`config.mk`:
```
export PLATFORM = sky130hd
export DESIGN_NAME = upload_controller
export DESIGN_NICKNAME = d
export VERILOG_FILES = /design/src/rtl/upload_controller.sv
export SDC_FILE = /design/constraint.sdc
export NUM_CORES = 1
export LEC_CHECK = 0
export BUFFER_PORTS_ARGS = -buffer_cell sky130_fd_sc_hd__buf_2
export CORE_UTILIZATION = 55
export DETAILED_ROUTE_END_ITERATION = 8
export GPL_TIMING_DRIVEN = 0
export PLACE_DENSITY_LB_ADDON = 0.25
export SYNTH_ARGS = -nofsm -noshare
export SYNTH_HDL_FRONTEND = slang
export SYNTH_SLANG_ARGS = --single-unit
export TNS_END_PERCENT = 1
```
`constraint.sdc`:
```
create_clock -name clk -period 4.6 [get_ports clk]
set_input_delay 0.92 -clock clk [delete_from_list [all_inputs] [get_ports clk]]
set_output_delay 0.92 -clock clk [all_outputs]
set_load 0.02 [all_outputs]
```
`src/rtl/upload_controller.sv`:
```
// Upload sequencer: filters host bytes down to BF opcodes, writes them to program RAM, terminates on '!'.
// Optional bracket-balance checking is compiled in with `define BRACKET_CHECK_EN.
module upload_controller #(
    parameter int ADDR_W    = 10,
    parameter int DATA_W    = 8,
    parameter int MEM_DEPTH = 1024
) (
    input  logic              clk,
    input  logic              rst_n,
    input  logic              start,
    input  logic              abort,
    input  logic [DATA_W-1:0] rx_data,
    input  logic              rx_valid,
    output logic              rx_ready,
    output logic              mem_we,
    output logic [ADDR_W-1:0] mem_addr,
    output logic [DATA_W-1:0] mem_wdata,
    output logic              busy,
    output logic              done,
    output logic              overflow,
    output logic              bracket_err,
    output logic [ADDR_W:0]   prog_len,
    output logic [2:0]        dbg_state
);

    typedef enum logic [2:0] {
        S_IDLE  = 3'd0,
        S_RECV  = 3'd1,
        S_WRITE = 3'd2,
        S_TERM  = 3'd3,
        S_DONE  = 3'd4,
        S_ERR   = 3'd5
    } state_t;

    // Last word is reserved for the terminator, so this is the first address that is "full".
    localparam logic [ADDR_W-1:0] LAST_ADDR = ADDR_W'(MEM_DEPTH - 1);

    // Handshake: a byte is consumed on any rising edge where rx_valid and rx_ready are both high.
    state_t            r_state;
    logic [ADDR_W-1:0] r_ptr;
    logic [ADDR_W:0]   r_len;
    logic              r_rx_ready;
    logic              r_mem_we;
    logic [ADDR_W-1:0] r_mem_addr;
    logic [DATA_W-1:0] r_mem_wdata;
    logic              r_busy;
    logic              r_done;
    logic              r_overflow;

    logic w_is_op;
    logic w_is_end;
    logic w_full;

    function automatic logic f_is_op(input logic [DATA_W-1:0] b);
        case (b)
            DATA_W'(8'h2B), DATA_W'(8'h2D), DATA_W'(8'h3C), DATA_W'(8'h3E),
            DATA_W'(8'h5B), DATA_W'(8'h5D), DATA_W'(8'h2E), DATA_W'(8'h2C): f_is_op = 1'b1;
            default: f_is_op = 1'b0;
        endcase
    endfunction

    assign w_is_op  = f_is_op(rx_data);
    assign w_is_end = (rx_data == DATA_W'(8'h21));
    assign w_full   = (r_ptr == LAST_ADDR);

`ifdef BRACKET_CHECK_EN
    logic [ADDR_W:0] r_depth;
    logic            r_bracket_err;
    logic            w_is_close;
    assign w_is_close = (rx_data == DATA_W'(8'h5D));
`endif

    always_ff @(posedge clk or negedge rst_n) begin
        if (!rst_n) begin
            r_state     <= S_IDLE;
            r_ptr       <= '0;
            r_len       <= '0;
            r_rx_ready  <= 1'b0;
            r_mem_we    <= 1'b0;
            r_mem_addr  <= '0;
            r_mem_wdata <= '0;
            r_busy      <= 1'b0;
            r_done      <= 1'b0;
            r_overflow  <= 1'b0;
`ifdef BRACKET_CHECK_EN
            r_depth       <= '0;
            r_bracket_err <= 1'b0;
`endif
        end else begin
            r_mem_we <= 1'b0;
            if (abort) begin
                r_state    <= S_IDLE;
                r_rx_ready <= 1'b0;
                r_busy     <= 1'b0;
                r_done     <= 1'b0;
                r_overflow <= 1'b0;
`ifdef BRACKET_CHECK_EN
                r_bracket_err <= 1'b0;
`endif
            end else begin
                case (r_state)
                    S_IDLE, S_DONE, S_ERR: begin
                        if (start) begin
                            r_state    <= S_RECV;
                            r_ptr      <= '0;
                            r_len      <= '0;
                            r_rx_ready <= 1'b1;
                            r_busy     <= 1'b1;
                            r_done     <= 1'b0;
                            r_overflow <= 1'b0;
`ifdef BRACKET_CHECK_EN
                            r_depth       <= '0;
                            r_bracket_err <= 1'b0;
`endif
                        end
                    end
                    S_RECV: begin
                        if (rx_valid) begin
                            if (w_is_end) begin
`ifdef BRACKET_CHECK_EN
                                if (r_depth != '0) begin
                                    r_state       <= S_ERR;
                                    r_bracket_err <= 1'b1;
                                    r_rx_ready    <= 1'b0;
                                    r_busy        <= 1'b0;
                                end else
`endif
                                begin
                                    r_state     <= S_TERM;
                                    r_mem_we    <= 1'b1;
                                    r_mem_addr  <= r_ptr;
                                    r_mem_wdata <= '0;
                                    r_rx_ready  <= 1'b0;
                                end
                            end else if (w_is_op) begin
                                if (w_full) begin
                                    r_state    <= S_ERR;
                                    r_overflow <= 1'b1;
                                    r_rx_ready <= 1'b0;
                                    r_busy     <= 1'b0;
                                end
`ifdef BRACKET_CHECK_EN
                                else if (w_is_close && (r_depth == '0)) begin
                                    r_state       <= S_ERR;
                                    r_bracket_err <= 1'b1;
                                    r_rx_ready    <= 1'b0;
                                    r_busy        <= 1'b0;
                                end
`endif
                                else begin
                                    r_state     <= S_WRITE;
                                    r_mem_we    <= 1'b1;
                                    r_mem_addr  <= r_ptr;
                                    r_mem_wdata <= rx_data;
                                    r_rx_ready  <= 1'b0;
                                end
                            end
                        end
                    end
                    S_WRITE: begin
                        r_state    <= S_RECV;
                        r_ptr      <= r_ptr + ADDR_W'(1);
                        r_len      <= r_len + (ADDR_W+1)'(1);
                        r_rx_ready <= 1'b1;
`ifdef BRACKET_CHECK_EN
                        // Depth follows what was actually written, hence updated from the latched byte.
                        if (r_mem_wdata == DATA_W'(8'h5B))
                            r_depth <= r_depth + (ADDR_W+1)'(1);
                        else if (r_mem_wdata == DATA_W'(8'h5D))
                            r_depth <= r_depth - (ADDR_W+1)'(1);
`endif
                    end
                    S_TERM: begin
                        r_state <= S_DONE;
                        r_done  <= 1'b1;
                        r_busy  <= 1'b0;
                    end
                    default: r_state <= S_IDLE;
                endcase
            end
        end
    end

    // Abort kills a write that is already on the bus in the same cycle.
    assign mem_we    = r_mem_we & ~abort;
    assign rx_ready  = r_rx_ready;
    assign mem_addr  = r_mem_addr;
    assign mem_wdata = r_mem_wdata;
    assign busy      = r_busy;
    assign done      = r_done;
    assign overflow  = r_overflow;
    assign prog_len  = r_len;
    assign dbg_state = r_state;
`ifdef BRACKET_CHECK_EN
    assign bracket_err = r_bracket_err;
`else
    assign bracket_err = 1'b0;
`endif

endmodule
```
==> Word level (Yosys, flattened, before mapping) <==
Cells that the tools add are included.
{ "classes": {"eq_ne": 23, "n_bitwise": 2, "reduce_logical": 16, "add_sub_neg": 2, "muxes": 45} }
{ "op_table": {"columns": ["cell", "count"], "rows": [
  ["== test 8 x 6 -> 1 bit, second input constant", 7],
  ["2-to-1 mux 10 bit", 4],
  ["2-to-1 mux 1 bit", 24],
  ["2-to-1 mux 8 bit", 3],
  ["case mux 11 bit (2 select lines)", 1],
  ["case mux 10 bit (2 select lines)", 1],
  ["2-to-1 mux 3 bit", 6],
  ["== test 8 x 7 -> 1 bit, second input constant", 2],
  ["inequality test 3 bit, second input constant", 5],
  ["case mux 3 bit (4 select lines)", 1],
  ["AND reduction 6 bit", 2],
  ["adder 11 x 1 -> 11 bit, second input constant", 1],
  ["2-to-1 mux 11 bit", 1],
  ["adder 10 x 1 -> 10 bit, second input constant", 1],
  ["== test 10 bit, second input constant", 1],
  ["nonzero test 4 bit", 2],
  ["OR reduction 8 bit", 1],
  ["== test 3 x 2 -> 1 bit, second input constant", 2],
  ["== test 3 bit, second input constant", 2],
  ["case mux 1 bit (3 select lines)", 2],
  ["AND reduction 3 bit", 2],
  ["nonzero test 3 bit", 2],
  ["AND reduction 5 bit", 1],
  ["inequality test 2 bit, second input constant", 2],
  ["10 further kinds", 12]
]} }
{ "word_totals": {"inputBits": 13, "output_inout_bits": 38, "wordCells": 98, "register_bits": 47} }

==> Longest topological paths before layout <==
Gate-level depths: netlist of run 1.
{ "logic_depth": {"ltp_word": 8, "ltp_mapped": 7, "depth_no_buf": 6} }

==> Least setup slack after synthesis of run 1 <==
OpenSTA, ideal clock, no wires.
{ "synth_path": {"path_type": "in2reg", "startpoint": "in rx_data[1]", "endpoint": "reg r_mem_addr[0] (netlist: mem_addr[0])", "path_slack_ps": 2196, "path_buffers": 1, "stages": 6, "arrival_ps": 2278, "required_ps": 4475, "setup_time_ps": 125, "cell_sequence": "nor4_2 nand4_2 and2_1 a211o_1 buf_6 mux2_4"} }
{ "synth_via": {"elab_chain_len": 5, "elab_cells_between_ends": 15, "classes_between": "eq/ne (10); mux (2); reduce/logical (3)"} }
{ "synth_rtl": {"columns": ["element", "line_no", "rtl"], "rows": [
  ["start, declared", "12", "input logic [DATA_W-1:0] rx_data,"],
  ["== test 8 x 6 -> 1 bit / == test 8 x 7 -> 1 bit (equally long branches)", "55", "case (b)"],
  ["OR reduction 8 bit", "55", null],
  ["2-to-1 mux 1 bit", "55", null],
  ["nonzero test 2 bit (no source line)", null, null],
  ["AND reduction 5 bit (no source line)", null, null],
  ["end signal, assigned", "131", "r_mem_addr <= r_ptr;"],
  ["end signal, assigned", "153", "r_mem_addr <= r_ptr;"],
  ["end, declared", "44", "logic [ADDR_W-1:0] r_mem_addr;"]
]} }
Several ways; a longest one is shown, not always the timed one.
A chain may end at the register's enable or synchronous reset.

==> Final worst setup path of run 1 <==
{ "layout_path": {"startpoint": "in abort", "endpoint": "out mem_we"} }
{ "layout_via": {"elab_chain_len": 2} }
{ "layout_rtl": {"columns": ["element", "line_no", "rtl"], "rows": [
  ["start, declared", "11", "input logic abort,"],
  ["inverter 1 bit (no source line)", null, null],
  ["AND 1 bit", "185", "assign mem_we = r_mem_we & ~abort;"],
  ["end, declared", "15", "output logic mem_we,"]
]} }
Every way passes these cells.

==> results.yml, run 1 <==
clocking:
  cts_resized: 0
  path_clk_slew_ns: 0.08
  cts_tree: "done"
  cts.sinks: 47
  root_buffer: "clkbuf_8"
  clockBufferDepth: 2
  cts_inserted_buffers: 5
  htree_levels: 2
  clock_latency_ns: 0.30
  hold_buffers: 0
  post-cts-setup-buffer-count: 0
route:
  first_iter_violations: 127
  vias: 1725
  drtAntennaViolNets: 0
  drc: 0
  drt-total-wl_um: 4310
  drt-pass1-iter-count: 4
  post_drt_via_cell_ratio: 5.46
  wl_per_cell_um: 13.6
grt:
  grtUsageTotal: 0.215
  grt_overflow: 0
  grt_max_degree: 48
  grt_antenna_before_repair: 0
  grt_pass1_vias: 1592
  grt_pass1_wl_um: 7110
sta:
  slew_viol_final: 0
  fmax_ghz: 0.387
  final.period_utilization: 0.562
  tightest_slew_ns: 1.02
  setup_ws_ns: 2.01
  hold_slack_ns: 0.483
  hold_violations: 0
  min_period_ns: 2.59
  slew_headroom: 0.318
  fin_worst_skew_ns: 0.00529
  fin_setup_tns_ns: 0
  setup_viol: 0
  rsz0062_at_grt: "no"
setup_path:
  r2r-end: "mem_addr[2]"
  worstPathCellList: "buf_2 -> clkbuf_1 -> nor2b_1 -> buf_2"
  reg2reg_slack_ns: 2.47
  crit_type: "in -> out"
  startpoint: "abort"
  reg2reg_from: "dbg_state[2]"
  arrival_ns: 1.67
  reg2reg_depth: 6
  crit_top_cell: "buf_2"
  path_max_fanout: 10
  crit_required_ns: 3.68
  worstSetupStartpointType: "input port"
  cpPeakStageDelay_ns: 0.36
  slowest_stage: "clkbuf_1"
  end_kind: "output port"
hold_path:
  hold_path_depth: 1
  min_from: "mem_wdata[7]"
  holdPathEnd: "mem_wdata[7]"
  hp-class: "reg -> reg"
logic_synthesis:
  ys.flop_type: "dfrtp_1"
  ys_ff_latch: 47
  synth.distinct_cells: 44
  async_reset_ff_frac: 1.00
  ys_warn_count: 0
  syn_nets: 225
  synth-edff-count: 0
  seq_area_frac_synth: 0.517
  avgSynthCellArea_sq_um: 10.8
  syn_area_sq_um: 2270
  synth_cells: 210
outcome:
  outcome: "finished clean"
power:
  peakVddDrop_mv: 0.194
  power.total_mw: 0.890
  power.leakage_nw: 1.40
  pwr_density_cell_nw_per_um2: 333
cells_and_area:
  stdcell_area_sq_um: 2670
  drive_gt1_frac: 0.301
  diodes: 0
  final_core_util: 0.672
  finalNonFillerCells: 316
  area_growth_syn_to_layout_pct: 17.4
  num-nets-final: 281
floorplan:
  initial_core_util: 0.573
  core_area_sq_um: 3970
  die_w_um: 66.3
  die-area_sq_um: 4400
  fp.dieH_um: 66.3
  boundaryPins: 51
  num_rows: 23
placed_design:
  place_ws_ns: 1.94
  io_buffer_count: 49
  gp_congestion: 0.922
  dp_hpwl_um: 3080
  placed_area_sq_um: 2580
  place_inst: 309
run:
  max_cap_violations: 0
-- layer usage --
metal | track usage | vias to the layer above | wire [um]
met5 | 0 | - | 0
met1 | 0.290 | 830 | 2000
li1 | - | 844 | -
met4 | 0.0718 | 0 | 47
met2 | 0.343 | 44 | 2060
met3 | 0.0448 | 7 | 200
-- Yosys cell counts, types with 2 or more instances --
cell type,n,area (sq um)
a22o_1,6,52.6
nor4b_1,2,17.5
inv_2,2,7.51
inv_1,4,15.0
buf_2,2,10.0
clkbuf_1,4,15.0
mux2_2,3,33.8
a21oi_1,5,25.0
xor2_1,13,114
nand3_1,7,35.0
nor3_1,11,55.1
nor2b_1,3,18.8
ha_1,2,25.0
mux2_4,10,150
xnor2_1,5,43.8
o21ai_0,5,25.0
nand2b_1,6,37.5
and2_1,2,12.5
nor2_1,25,93.8
nand2_1,13,48.8
nand4_1,9,56.3
nor4_2,2,25.0
o22ai_1,2,12.5
dfrtp_1,47,1180
-- worst max-delay path: cells and delay by family --
family,cells,cell delay [ns]
buffers and inverters,3,0.66
AND/OR/NAND/NOR,1,0.09
-- cells in the final DEF, fill, tap and decap left out, types with 3 or more instances in the layout --
cell type,instances
buf_2,51
nand4_1,9
mux2_2,3
clkbuf_1,4
o21ai_0,5
clkbuf_8,6
nand3_1,7
nor2b_1,3
a22o_1,6
dfrtp_1,47
nand2_1,13
xor2_1,13
inv_1,4
nand2b_1,6
nor2_1,25
mux2_4,10
xnor2_1,5
nor3_1,11
a21oi_1,5
-- worst max-delay path by stage --
stage / endpoint / depth (start not counted)
final: mem_we / 4
after CTS: mem_we / 4
after floorplan: mem_addr[0] / 6
after global routing: mem_we / 4
after global placement: mem_addr[8] / 7
after detailed placement: mem_addr[2] / 7
-- registers in the layout (all words and copies together), names as in the netlist --
signal	flops
done	1
dbg_state	3
mem_wdata	8
r_mem_we	1
r_ptr	10
prog_len	11
mem_addr	10
rx_ready	1
busy	1
overflow	1
-- power breakdown --
| part | total [mW] | switching (mW) | internal (mW) |
|---|---|---|---|
| Sequential | 0.458 | 0.0208 | 0.438 |
| Clock | 0.248 | 0.130 | 0.118 |
| Combinational | 0.184 | 0.118 | 0.0658 |
| Total | 0.890 | 0.269 | 0.621 |
-- cell type report --
cell class | count | area, sq um
Clock inverter | 1 | 5.00
Sequential cell | 47 | 1180
Tap cell | 50 | 62.6
Multi-Input combinational cell | 149 | 1030
Inverter | 6 | 22.5
Clock buffer | 6 | 82.6
Buffer | 8 | 43.8
Timing Repair Buffer | 49 | 245
Fill cell | 318 | 1300
-- kinds of logic after synthesis --
kind of cell | after synthesis | share of synthesized area
and+or+nand+nor | 88 | 0.207
DFF | 47 | 0.517
AOI/OAI and AO/OA | 27 | 0.0842
xor gates and xnor gates | 18 | 0.0693
buffers and inverters | 14 | 0.0292
muxes | 13 | 0.0809
adders and majority gates | 2 | 0.0110
other | 1 | 0.00165
Power figures use the tool's default switching activity.
==> inputs of run 2 (changes only) <==
Settings changed: CORE_UTILIZATION 55 to 48.
Clock period 4.6 ns to 2.3 ns, I/O delays scaled along.
==> run 2 against run 1 <==
Die area grew 14%. Clock skew grew 0.0014 ns. Final cell count grew 0.95%. Total power grew 110%. Via count grew 1.2%. First-iteration DRC count shrank 58%. Register-to-register slack lost 2.3 ns. Critical endpoint is now mem_addr[6].
==> results.yml, run 2 (synthesized netlist as in run 1, its figures left out) <==
outcome:
  outcome: "finished clean"
grt:
  grt_pass1_wl_um: 7910
  met1_usage: 0.276
  grt_overflow: 0
  grt_antenna_before_repair: 0
  grtUsageTotal: 0.201
  grt_max_degree: 48
  grt_use_met3: 0.0456
  grt_pass1_vias: 1690
  met2_usage: 0.309
  grt.busiest_layer: "met2"
floorplan:
  boundaryPins: 51
  num_rows: 24
  die-area_sq_um: 5020
  core_area_sq_um: 4440
  fp.dieH_um: 70.8
  initial_core_util: 0.512
  die_w_um: 70.8
sta:
  setup_ws_ns: 0.201
  min_period_ns: 2.10
  rsz0062_at_grt: "no"
  hold_violations: 0
  slew_headroom: 0.314
  tightest_slew_ns: 1.03
  fin_setup_tns_ns: 0
  final.period_utilization: 0.912
  setup_viol: 0
  fmax_ghz: 0.477
  fin_worst_skew_ns: 0.00673
  hold_slack_ns: 0.338
  slew_viol_final: 0
clocking:
  post-cts-setup-buffer-count: 0
  htree_levels: 2
  cts_inserted_buffers: 5
  clock_latency_ns: 0.30
  cts_resized: 0
  cts.sinks: 47
  path_clk_slew_ns: 0.08
  cts_tree: "done"
  hold_buffers: 0
  clockBufferDepth: 2
  root_buffer: "clkbuf_8"
setup_path:
  crit_required_ns: 2.48
  worstSetupStartpointType: "flip-flop"
  worst-path-stages: 7
  slowest_stage: "dfrtp_1"
  cpPeakStageDelay_ns: 0.43
  crit_type: "reg -> reg"
  cp.buffers_inverters: 1
  reg2reg_depth: 7
  arrival_ns: 2.28
  critPathTopFamily: "simple AND/OR/NAND/NOR gates"
  worstPathCellList: "ha_1 -> nand3_1 -> nor4_2 -> and2_1 -> a211o_1 -> buf_6 -> mux2_4"
  path_max_fanout: 10
  end_kind: "flip-flop"
cells_and_area:
  drive_gt1_frac: 0.300
  num-nets-final: 281
  area_growth_syn_to_layout_pct: 18.0
  largest_register_ffs: 11
  layout_commonest_cell: "buf_2"
  final_cell_mix: "buf_2, dfrtp_1, nor2_1, xor2_1, nand2_1"
  diodes: 0
  final_core_util: 0.604
power:
  clkPwrFrac: 0.293
  pwr-share-seq: 0.504
  swShare: 0.298
  power.total_mw: 1.83
  power.leakage_nw: 1.40
  combPwrFrac: 0.204
  peakVddDrop_mv: 0.504
  p_sw_mw: 0.544
  internal-power_mw: 1.28
  pwr_density_cell_nw_per_um2: 680
placed_design:
  dp_hpwl_um: 3230
  place_ws_ns: 0.0849
  gp_congestion: 0.817
  io_buffer_count: 49
route:
  drt-pass1-iter-count: 6
  wl_per_cell_um: 14.5
  drt-total-wl_um: 4620
  drc: 0
  drtAntennaViolNets: 0
  vias: 1746
  post_drt_via_cell_ratio: 5.47
  first_iter_violations: 53
run:
  max_cap_violations: 0
hold_path:
  hp-class: "in -> async"
## run 2: changes by cell type in the layout (fill, tap and decap cells not counted)
| cell | change |
|---|---|
| clkbuf_1 | +1 |
| clkbuf_8 | +1 |
| clkinv_2 | -1 |
## run 2: power groups by stage
stage	clock network (mW)	logic, mW	registers, mW
after global routing	0.580	0.414	0.927
final	0.534	0.372	0.919
after CTS	0.559	0.376	0.919
after global placement	0	0.363	0.934
after floorplan	0	0.182	0.991
after detailed placement	0	0.371	0.935
## run 2: metal layers
metal / routed length [um] / up-vias
li1: - / 849
met5: 0 / -
met2: 2170 / 42
met3: 190 / 9
met1: 2170 / 846
met4: 86 / 0
## run 2: through the flow
stage | cells | cell area [sq um]
final | 319 | 2690
after detailed placement | 311 | 2580
after CTS | 319 | 2690
after global placement | 311 | 2580
after floorplan | 210 | 2270
after global routing | 319 | 2690
## run 2: worst paths after layout
kind / start / end / slack [ns]
setup reg to reg: r_ptr[1] / mem_addr[6] / 0.20
setup / recovery: r_ptr[1] / mem_addr[6] / 0.20
min in group clk: rx_data[0] / mem_wdata[0] / 0.42
max in group asynchronous: rst_n / mem_addr[6] / 1.33
hold / removal: rst_n / dbg_state[0] / 0.34
hold reg to reg: mem_wdata[3] / mem_wdata[3] / 0.48
## run 2: layout make-up
cell class / instances / area [sq um]
Buffer: 8 / 43.8
Clock buffer: 8 / 100
Fill cell: 396 / 1760
Inverter: 6 / 22.5
Multi-Input combinational cell: 149 / 1030
Sequential cell: 47 / 1180
Tap cell: 52 / 65.1
Timing Repair Buffer: 49 / 245
